==> src/rtl/trig_pkg.sv <==
// Shared types and constants for the iterative trig series unit: FSM state
// encoding, term-count bound, and the elaboration-time coefficient generator.
package trig_pkg;

    typedef enum logic [2:0] {
        IDLE   = 3'd0,
        SQR    = 3'd1,
        MUL_X2 = 3'd2,
        MUL_C  = 3'd3,
        ACC    = 3'd4,
        DONE   = 3'd5
    } trig_state_e;

    localparam int MAX_TERMS = 8;

    // Extra integer headroom on the term path: x^(2k+2)/(2k)! peaks near 170
    // as x approaches 4, before the coefficient multiply pulls it back down.
    localparam int TERM_HEAD_W = 4;

    // Reciprocal coefficient for iteration k, floor-quantised to Q0.coef_w.
    function automatic int unsigned trig_coef(input int k, input bit sin_mode, input int coef_w);
        int unsigned den;
        if (sin_mode) begin
            den = (2 * k + 2) * (2 * k + 3);
        end else begin
            den = (2 * k + 1) * (2 * k + 2);
        end
        return (32'd1 << coef_w) / den;
    endfunction

endpackage

==> src/rtl/fxp_mul_trunc.sv <==
// Signed x signed fixed-point multiply; the product is shifted right by SHIFT
// with floor semantics (arithmetic shift) and truncated back to A_W bits.
module fxp_mul_trunc #(
    parameter int A_W   = 18,
    parameter int B_W   = 22,
    parameter int SHIFT = 12
) (
    input  logic signed [A_W-1:0] a,
    input  logic signed [B_W-1:0] b,
    output logic signed [A_W-1:0] p
);

    logic signed [A_W+B_W-1:0] full;

    assign full = a * b;
    assign p    = A_W'(full >>> SHIFT);

endmodule

==> src/rtl/trig_series_unit.sv <==
// Iterative fixed-point cosine (optionally sine) over an N-term Maclaurin series,
// one shared multiplier. Define TRIG_SIN_MODE_EN to add the mode port and sine table.
module trig_series_unit
    import trig_pkg::*;
#(
    parameter int FRAC_W  = 8,
    parameter int N_TERMS = 4,
    parameter int COEF_W  = 12,
    parameter int GUARD_W = 6
) (
    input  logic              clk,
    input  logic              rst,
    input  logic              start,
    input  logic [FRAC_W+1:0] x,
`ifdef TRIG_SIN_MODE_EN
    input  logic              mode,
`endif
    output logic              busy,
    output logic              done,
    output logic [1:0]        intpart,
    output logic [FRAC_W-1:0] fracpart,
    output logic [2:0]        dbg_state
);

    localparam int DW    = GUARD_W + TERM_HEAD_W + FRAC_W;
    localparam int BW    = DW - FRAC_W + COEF_W;
    localparam int OUT_W = FRAC_W + 2;
    localparam int KW    = $clog2(MAX_TERMS);

    localparam logic signed [DW-1:0] ONE_FX = DW'(1) << FRAC_W;
    localparam logic signed [DW-1:0] SAT_HI = DW'((1 << (FRAC_W + 1)) - 1);
    localparam logic signed [DW-1:0] SAT_LO = ~SAT_HI;

    // Handshake: a launch happens on a clock edge where the unit is IDLE, start
    // is 1 and armed is set; armed is set by any edge seeing start==0, so a
    // start level held high runs exactly one operation. done pulses for one
    // cycle in DONE with the new result already on intpart/fracpart.

    trig_state_e             state_q, state_d;
    logic                    armed_q, armed_d;
    logic [OUT_W-1:0]        x_q, x_d;
    logic signed [DW-1:0]    x2_q, x2_d;
    logic signed [DW-1:0]    term_q, term_d;
    logic signed [DW-1:0]    acc_q, acc_d;
    logic [KW-1:0]           k_q, k_d;
    logic [OUT_W-1:0]        res_q, res_d;
`ifdef TRIG_SIN_MODE_EN
    logic                    sin_q, sin_d;
    logic [COEF_W-1:0]       sin_tab [MAX_TERMS];
`endif

    logic [COEF_W-1:0]       cos_tab [MAX_TERMS];
    logic [COEF_W-1:0]       coef_sel;
    logic signed [DW-1:0]    term_init;
    logic signed [DW-1:0]    mul_a, mul_p;
    logic signed [BW-1:0]    mul_b;

    always_comb begin
        for (int i = 0; i < MAX_TERMS; i++) begin
            cos_tab[i] = COEF_W'(trig_coef(i, 1'b0, COEF_W));
        end
    end

`ifdef TRIG_SIN_MODE_EN
    always_comb begin
        for (int i = 0; i < MAX_TERMS; i++) begin
            sin_tab[i] = COEF_W'(trig_coef(i, 1'b1, COEF_W));
        end
    end

    assign coef_sel  = sin_q ? sin_tab[k_q] : cos_tab[k_q];
    assign term_init = mode ? DW'(x) : ONE_FX;
`else
    assign coef_sel  = cos_tab[k_q];
    assign term_init = ONE_FX;
`endif

    // Operand steering for the single multiplier. The b port carries COEF_W
    // fraction bits, so Q.FRAC_W operands are left-aligned into it exactly.
    always_comb begin
        mul_a = term_q;
        mul_b = BW'(x2_q) <<< (COEF_W - FRAC_W);
        case (state_q)
            SQR: begin
                mul_a = DW'(x_q);
                mul_b = BW'(x_q) << (COEF_W - FRAC_W);
            end
            MUL_C: begin
                mul_b = BW'(coef_sel);
            end
            default: begin
            end
        endcase
    end

    fxp_mul_trunc #(
        .A_W  (DW),
        .B_W  (BW),
        .SHIFT(COEF_W)
    ) u_mul (
        .a(mul_a),
        .b(mul_b),
        .p(mul_p)
    );

    always_comb begin
        state_d = state_q;
        armed_d = armed_q;
        x_d     = x_q;
        x2_d    = x2_q;
        term_d  = term_q;
        acc_d   = acc_q;
        k_d     = k_q;
        res_d   = res_q;
`ifdef TRIG_SIN_MODE_EN
        sin_d   = sin_q;
`endif
        if (!start) begin
            armed_d = 1'b1;
        end
        case (state_q)
            IDLE: begin
                if (start && armed_q) begin
                    armed_d = 1'b0;
                    state_d = SQR;
                    x_d     = x;
                    k_d     = '0;
                    term_d  = term_init;
                    acc_d   = term_init;
`ifdef TRIG_SIN_MODE_EN
                    sin_d   = mode;
`endif
                end
            end
            SQR: begin
                x2_d    = mul_p;
                state_d = MUL_X2;
            end
            MUL_X2: begin
                term_d  = mul_p;
                state_d = MUL_C;
            end
            MUL_C: begin
                // Series alternates sign: even k subtracts, odd k adds.
                term_d  = mul_p;
                acc_d   = k_q[0] ? (acc_q + mul_p) : (acc_q - mul_p);
                k_d     = k_q + 1'b1;
                state_d = ACC;
            end
            ACC: begin
                if (32'(k_q) < N_TERMS - 1) begin
                    state_d = MUL_X2;
                end else begin
                    state_d = DONE;
                    if (acc_q > SAT_HI) begin
                        res_d = SAT_HI[OUT_W-1:0];
                    end else if (acc_q < SAT_LO) begin
                        res_d = SAT_LO[OUT_W-1:0];
                    end else begin
                        res_d = acc_q[OUT_W-1:0];
                    end
                end
            end
            DONE: begin
                state_d = IDLE;
            end
            default: begin
                state_d = IDLE;
            end
        endcase
    end

    always_ff @(posedge clk) begin
        if (!rst) begin
            state_q <= IDLE;
            armed_q <= 1'b0;
            x_q     <= '0;
            x2_q    <= '0;
            term_q  <= '0;
            acc_q   <= '0;
            k_q     <= '0;
            res_q   <= '0;
`ifdef TRIG_SIN_MODE_EN
            sin_q   <= 1'b0;
`endif
        end else begin
            state_q <= state_d;
            armed_q <= armed_d;
            x_q     <= x_d;
            x2_q    <= x2_d;
            term_q  <= term_d;
            acc_q   <= acc_d;
            k_q     <= k_d;
            res_q   <= res_d;
`ifdef TRIG_SIN_MODE_EN
            sin_q   <= sin_d;
`endif
        end
    end

    assign busy      = (state_q != IDLE);
    assign done      = (state_q == DONE);
    assign intpart   = res_q[OUT_W-1:FRAC_W];
    assign fracpart  = res_q[FRAC_W-1:0];
    assign dbg_state = state_q;

endmodule
==> config.mk <==
export PLATFORM = sky130hd
export DESIGN_NAME = trig_series_unit
export DESIGN_NICKNAME = d
export VERILOG_FILES = /design/src/rtl/trig_pkg.sv /design/src/rtl/fxp_mul_trunc.sv /design/src/rtl/trig_series_unit.sv
export SDC_FILE = /design/constraint.sdc
export NUM_CORES = 1
export LEC_CHECK = 0
export CORE_MARGIN = 4
export CORE_UTILIZATION = 45
export CTS_CLUSTER_DIAMETER = 80
export DETAILED_ROUTE_END_ITERATION = 10
export HOLD_SLACK_MARGIN = 0.03
export REMOVE_ABC_BUFFERS = 1
export SYNTH_ARGS = -nofsm -noshare
export SYNTH_HDL_FRONTEND = slang
export SYNTH_HIERARCHICAL = 1
export SYNTH_SLANG_ARGS = --single-unit
==> constraint.sdc <==
create_clock -name clk -period 18 [get_ports clk]
set_input_delay 2.7 -clock clk [delete_from_list [all_inputs] [get_ports clk]]
set_output_delay 2.7 -clock clk [all_outputs]
set_load 0.01 [all_outputs]
==> metrics list <==
- Once routing completed, OpenROAD measured the worst setup slack at 6.48 ns.
- Average footprint of a synthesized cell: 8.47 sq um
- # fillers: 3386
- Worst slack after detailed placement: 6.54 ns
- Largest delay contributor family on the critical path: simple AND/OR/NAND/NOR gates
* Static Leak: 8.00 nW
- For this block, the initial DRC count from the detailed router was 583.
* Hold violation count in the final report: 0
* Number of buffers on the longest clock path: 2
* IO Port Bufs: 27
- Summed over all layers, the global routing overflow is 0.
* Count of buffer and inverter cells on the critical path: 5
- Summing all flip-flop and latch instances after layout gives 1620 sq um.
- Number of setup buffers added after CTS: 0
* Total wirelength of the detailed-routed design: 40000 um
* Outcome: finished clean
- After detailed routing, the average wire length per cell comes to 17.4 um.
- Total global routing track utilization: 21.5%
* Most prevalent standard cell on the critical path: fa_1
- Most instantiated flip-flop cell in the synthesis netlist: dfxtp_1
- At the end of the flow, the number of nets in the layout was 2258.
- The routed layout has 11923 vias.
- The synthesized design spends more area on one cell type than any other, namely fa_1.
- Area of the placeable core: 34700 sq um
- The initial antenna violation count came to 1.
- DRT antenna net count: 0
- inv_1 is the most common cell in the netlist.
- From left edge to right edge, the die measures 196 um.
- Number of CTS-inserted buffers: 9
- Final period util: 64.0%
- Min Tclk post-route: 11.52 ns
- The worst setup path is captured at a register.
* Placement row count: 68
- Clk_lat worst skew: 0.35 ns
* Share of post-route cells with drive strength above 1: 3.63%
- Power spread over the standard cell area amounts to 24.5 nW/um^2.
- Critical hold path startpoint: x2_q[12]
* Combined area of the multi-input logic cells: 12500 sq um
- Entering global routing, the biggest net connects 75 pins.
* Starting density of the core: 45.8%
- Arrival time at the worst endpoint: 11.73 ns
- Commonest cells in the netlist: inv_1, nand2_1, fa_1
* Crit path kind: reg2reg
* Endpoint of the worst-slack reg-to-reg timing path: acc_q[16]
- The first global-routing pass estimated 66600 um of wire.
- Maximum clock skew at final layout: 0.00961 ns
* Proportion of netlist area held by the largest area contributor: 36.9%
* Worst R2R Setup Slack: 6.48 ns
- The tree is rooted in a clkbuf_16.
- In this run, post-CTS repair resized a total of 0 instances.
- The die covers 38400 sq um.
- The path class of the tightest hold or removal check is reg2reg.
- Final Max Slew Viols: 0
* Post-route insts no fill: 2303
* Cell count along the critical path: 39
- After routing, the total negative slack on setup checks comes to 0 ns.
- Cell at the slowest stage of the critical path: nand2b_1
- For the pin with the worst max-slew slack, the measured transition is 1.12 ns.
- The tool flagged a number of max-cap violations equal to 0.
- The worst setup path is launched from a register.
- TritonCTS built the clock tree.
* Synth cell types: 66
* Synth Instances: 1878
- Chip height: 196 um
* CTS hold repair buffers: 0
- During synthesis, Yosys emitted a total of 6 warnings.
- At the end of routability-driven placement, the weighted congestion stood at 0.871.
- Number of global-route vias before repair: 12703
- H-tree depth: 3
- The number of cells on the worst reg-to-reg path is 39.
* Largest driver fanout on the critical path: 28
- Tracing the worst setup path back leads to its startpoint at dbg_state[2].
- Share of flip-flops with an asynchronous set or reset: 0%
- IR analysis of the VDD net gives a maximum drop of 36.8 uV.
- I/O pins: 28
- Count of flip-flops with a built-in enable after synthesis: 0
- Post-Syn Area: 15900 sq um
* Synthesis-stage register bit count: 81
* Required time of the critical path: 18.21 ns
- For this run, the register share of the synthesized area comes to 10.2%.
- Clock sink count: 81
- End point of the critical path: acc_q[16]
* Average vias per placed instance: 5.18
* First-pass iteration count of the detailed router: 5
- By area the synthesized netlist is led by fa_1, dfxtp_1, inv_1.
* Crit-path max cell delay: 0.91 ns
- The worst pin sits at a relative slew slack of 25.3%.
* Signed area change from the synthesized netlist to the final layout: 5.81%
- Launching point of the worst reg2reg path: dbg_state[2]
* Number of failing setup endpoints in the final timing report: 0
* Unrepaired setup endpoints after global routing: false
- For this run, design rule violations remaining after detail routing come to 0.
* Count of inserted antenna diode cells: 0
* Total placed cells including tap cells: 2287
- Detailed placement finished with a half-perimeter wire length of 30700 um.
- Upper clock frequency limit: 86.8 MHz
* Clock-pin slew on the worst setup and hold paths: 0.07 ns
[worst min-delay path, cell delays in order, from the launching register on]
cell      delay [ns]
dfxtp_1         0.31
nand2_1         0.04
a21boi_0        0.06
[sequential cells by signal, indices dropped and copies added (netlist names)]
signal,count
acc_q,18
armed_q,1
dbg_state,3
k_q,3
res_q,10
term_q,18
x2_q,18
x_q,10
[layer usage]
layer,GRT usage (%),routed length [um],vias up
met5,0,7,-
met4,5.28,869,2
met3,2.73,1860,59
met2,37.0,19500,272
met1,28.9,17700,6021
li1,-,-,5569
[power by group]
group / internal (mW) / switching, mW
clock network: 0.109 / 0.0789
logic: 0.0134 / 0.0283
registers: 0.181 / 0.00255
[kinds of logic (layout without fill, tap and decap cells)]
group	Yosys count	in the layout	synth area share (%)
xor gates and xnor gates	76	76	4.23
muxes	2	2	0.134
AOI/OAI and AO/OA	201	201	8.87
DFF	81	81	10.2
and+or+nand+nor	641	641	19.8
adders and majority gates	402	402	45.4
buffers and inverters	475	445	11.4
[metrics by stage]
stage          area [sq um]  utilization, %  hold slack (ns)  power, mW
6_report              16800            48.5            0.459      0.413
5_1_grt               16800            48.5            0.483      0.428
4_1_cts               16800            48.5            0.464      0.417
3_5_place_dp          16500            47.6            0.456      0.229
3_3_place_gp          16500            47.6            0.448      0.229
2_1_floorplan         15500               -            0.423      0.209
[worst min-delay path by stage]
stage                      to  slack [ns]  cells past startpoint
global placement     x2_q[10]        0.45                      2
CTS                  x2_q[14]        0.46                      2
finish               x2_q[12]        0.46                      2
detailed placement   x2_q[14]        0.46                      2
global route         res_q[7]        0.48                      2
floorplan           term_q[8]        0.42                      2
[cell usage in the layout (no fill, tap or decap), types with 28 or more instances in the layout]
cell type  instances
a21boi_0          46
a21oi_1           40
and2_1           187
dfxtp_1           81
fa_1             293
ha_1             109
inv_1            383
nand2_1          310
nor2_1            46
xnor2_1           47
xor2_1            28
[area by class of cell]
type | instances | share of cell area, %
multi-input combinational | 1322 | 74.3
inverter | 384 | 8.56
sequential | 81 | 9.63
clock buffer | 9 | 1.34
clock inverter | 7 | 0.461
tap | 455 | 3.38
timing repair buffer | 45 | 2.38
Power figures use the tool's default switching activity.
==> RTL change, RTL diff (same flow settings) <==
Take the reset off `x_q`, `x2_q` and `res_q` and load them in a clocked block of their own.
--- a/src/rtl/trig_series_unit.sv
+++ b/src/rtl/trig_series_unit.sv
@@ -174,28 +174,28 @@
         if (!rst) begin
             state_q <= IDLE;
             armed_q <= 1'b0;
-            x_q     <= '0;
-            x2_q    <= '0;
             term_q  <= '0;
             acc_q   <= '0;
             k_q     <= '0;
-            res_q   <= '0;
 `ifdef TRIG_SIN_MODE_EN
             sin_q   <= 1'b0;
 `endif
         end else begin
             state_q <= state_d;
             armed_q <= armed_d;
-            x_q     <= x_d;
-            x2_q    <= x2_d;
             term_q  <= term_d;
             acc_q   <= acc_d;
             k_q     <= k_d;
-            res_q   <= res_d;
 `ifdef TRIG_SIN_MODE_EN
             sin_q   <= sin_d;
 `endif
         end
+    end
+
+    always_ff @(posedge clk) begin
+        x_q   <= x_d;
+        x2_q  <= x2_d;
+        res_q <= res_d;
     end
 
     assign busy      = (state_q != IDLE);
Function: same outputs for any inputs over 10 cycles, from zero or initial values and one cycle with rst low; that may be too few to reach the edited logic, so the function may still have changed.
==> RTL change against the unedited design <==
Maximum frequency increased by 2.0%. Routed wire length decreased by 4.9%. Worst hold slack better by 0.013 ns. First-iteration DRC count grew 6.2%. Setup slack better by 0.23 ns. Sequential cell count is the same. Area after synthesis shrank 1.7%. Utilization is 0.15 points lower. Design area shrank 1.0%. Die area is 1.6% lower.
Power is left out: it rests on default switching activity, and per cell area and clock period it moved more than threefold.
==> RTL change: results (changes against the unedited design) <==
* Outcome: finished clean
* Sequential fraction of the synthesis area at 0.128 (+0.0261)
* Setup slack at placement at 6.74 ns (+0.195 ns)
* EDFF count, synth at 38 (+38)
* Crit path largest cell delay at 0.79 ns (-0.12 ns)
* CTS Buf Count at 9 (unchanged)
* Async SR Flop Fraction at 0 (unchanged)
* Final non-filler cell total at 2182 (-5.3%)
* Worst-path fanout max at 40 (+43%)
* Hold Crit Start: term_q[13]
* Rel. slew slack at 0.266 (+0.0128)
* Clock skew at 0.00780 ns (-0.00181 ns)
* Clk root buf: clkbuf_16
* DP Area at 16400 µm² (-1.0%)
* Worst Setup End Kind: flop
* Critical path startpoint: dbg_state[2]
* PortBufs at 27 (unchanged)
* Critical Path AT at 11.56 ns (-0.17 ns)
* R2r worst-path depth at 36 (-7.7%)
* Distinct cells, synth at 63 (-4.5%)
* Synth Flop Type: dfxtp_1
* Number of H-tree levels at 3 (unchanged)
* Worst min-delay path class: reg2reg
* Number of setup buffers added after CTS at 0 (unchanged)
* Clock latency on the worst-skew pair at 0.34 ns
* Fill cells at 3310 (-2.2%)
* Maximum root-to-sink buffer count at 2 (unchanged)
* Synth top area cells: fa_1 (37%), inv_1 (9.3%), ha_1 (8.7%)
* Placer congestion estimate at 0.884 (+1.5%)
* Worst R2R Start: dbg_state[2]
* Inserted Diodes at 0 (unchanged)
* Biggest regs: acc_q x18, term_q x18, x2_q x18
* Clock period minus worst slack at 11.29 ns (-0.226 ns)
* Worst reg2reg path endpoint: acc_q[17]
* 1st-iter DRT viols at 619 (+6.2%)
* CP max stage cell: nor2_4
* Detailed placement HPWL at 29.8 mm (-2.8%)
* Mean Syn Cell Area at 8.99 µm² (+6.1%)
* Clk slew on worst S/H paths at 0.06 ns
* Initial antenna violation count at 1 (unchanged)
* Total GRT Usage at 0.206 (-0.00865)
* Yosys warnings at 6 (unchanged)
* Layout cell share with drive strength beyond 1 at 0.0428 (+0.00659)
* Placed insts at 2166 (-5.3%)
* Post-CTS sizing at 0 (unchanged)
* Largest net degree at the start of global routing at 41 (-45%)
* DR pass1 iterations at 5 (unchanged)
* First-pass GRT wire length at 62.8 mm (-5.7%)
* Routed WL at 38.0 mm (-4.9%)
* Vias in the first global route at 11709 (-7.8%)
* Nets at 2137 (-5.4%)
* Routed via count at 11165 (-6.4%)
* Synth cell count leaders: inv_1 (387), fa_1 (293), nand2_1 (217)
[RTL change: changes by cell type in the layout (fill, tap and decap cells not counted), sizes merged, moves of 7 or more]
cell and delta:
a21boi -28, a22oi -13, dfxtp -38, o21a +11
and2 -7, mux2 +10, edfxtp +38, o211ai -8
nand3 +11, nand2 -93
[RTL change: per-layer routing]
metal | share of wire | global-route usage | wire length (µm)
met3 | 0.051 | 0.0288 | 1920
met1 | 0.46 | 0.297 | 17400
met5 | 0 | 0 | 0
met2 | 0.48 | 0.339 | 18100
met4 | 0.015 | 0.0372 | 580
[RTL change: logic make-up (layout without fill, tap and decap cells)]
group / after synthesis / count (layout) / share of synthesized area
XOR/XNOR: 76 / 76 / 0.0425
flip-flops: 81 / 81 / 0.128
buffers and inverters: 462 / 449 / 0.112
multiplexers: 13 / 13 / 0.00920
adder cells (fa/ha/maj): 402 / 402 / 0.462
AND/OR/NAND/NOR: 544 / 544 / 0.176
AO/OA/AOI/OAI: 162 / 162 / 0.0705
[RTL change: layout make-up]
cell class,count,area [µm²],area share
inverter,388,1460,0.0874
sequential,81,2000,0.120
multi-input combinational,1197,11900,0.716
tap,455,569,0.0342
clock inverter,6,57.6,0.00345
timing repair buffer,45,405,0.0243
clock buffer,10,239,0.0143
[RTL change: worst min-delay path by stage]
stage	slack [ns]	end	cells past startpoint
finish	0.47	term_q[13]	2
global placement	0.46	term_q[10]	2
global route	0.49	term_q[11]	2
CTS	0.47	term_q[11]	2
floorplan	0.45	term_q[10]	2
detailed placement	0.46	term_q[13]	2
[RTL change: worst max-delay path, delay by kind of cell (launching register included)]
kind	cells	cell delay, ns
and+or+nand+nor	10	3.39
DFF	1	0.41
buffers and inverters	4	0.38
xor gates and xnor gates	2	0.36
AOI/OAI and AO/OA	12	2.77
adders and majority gates	8	3.86
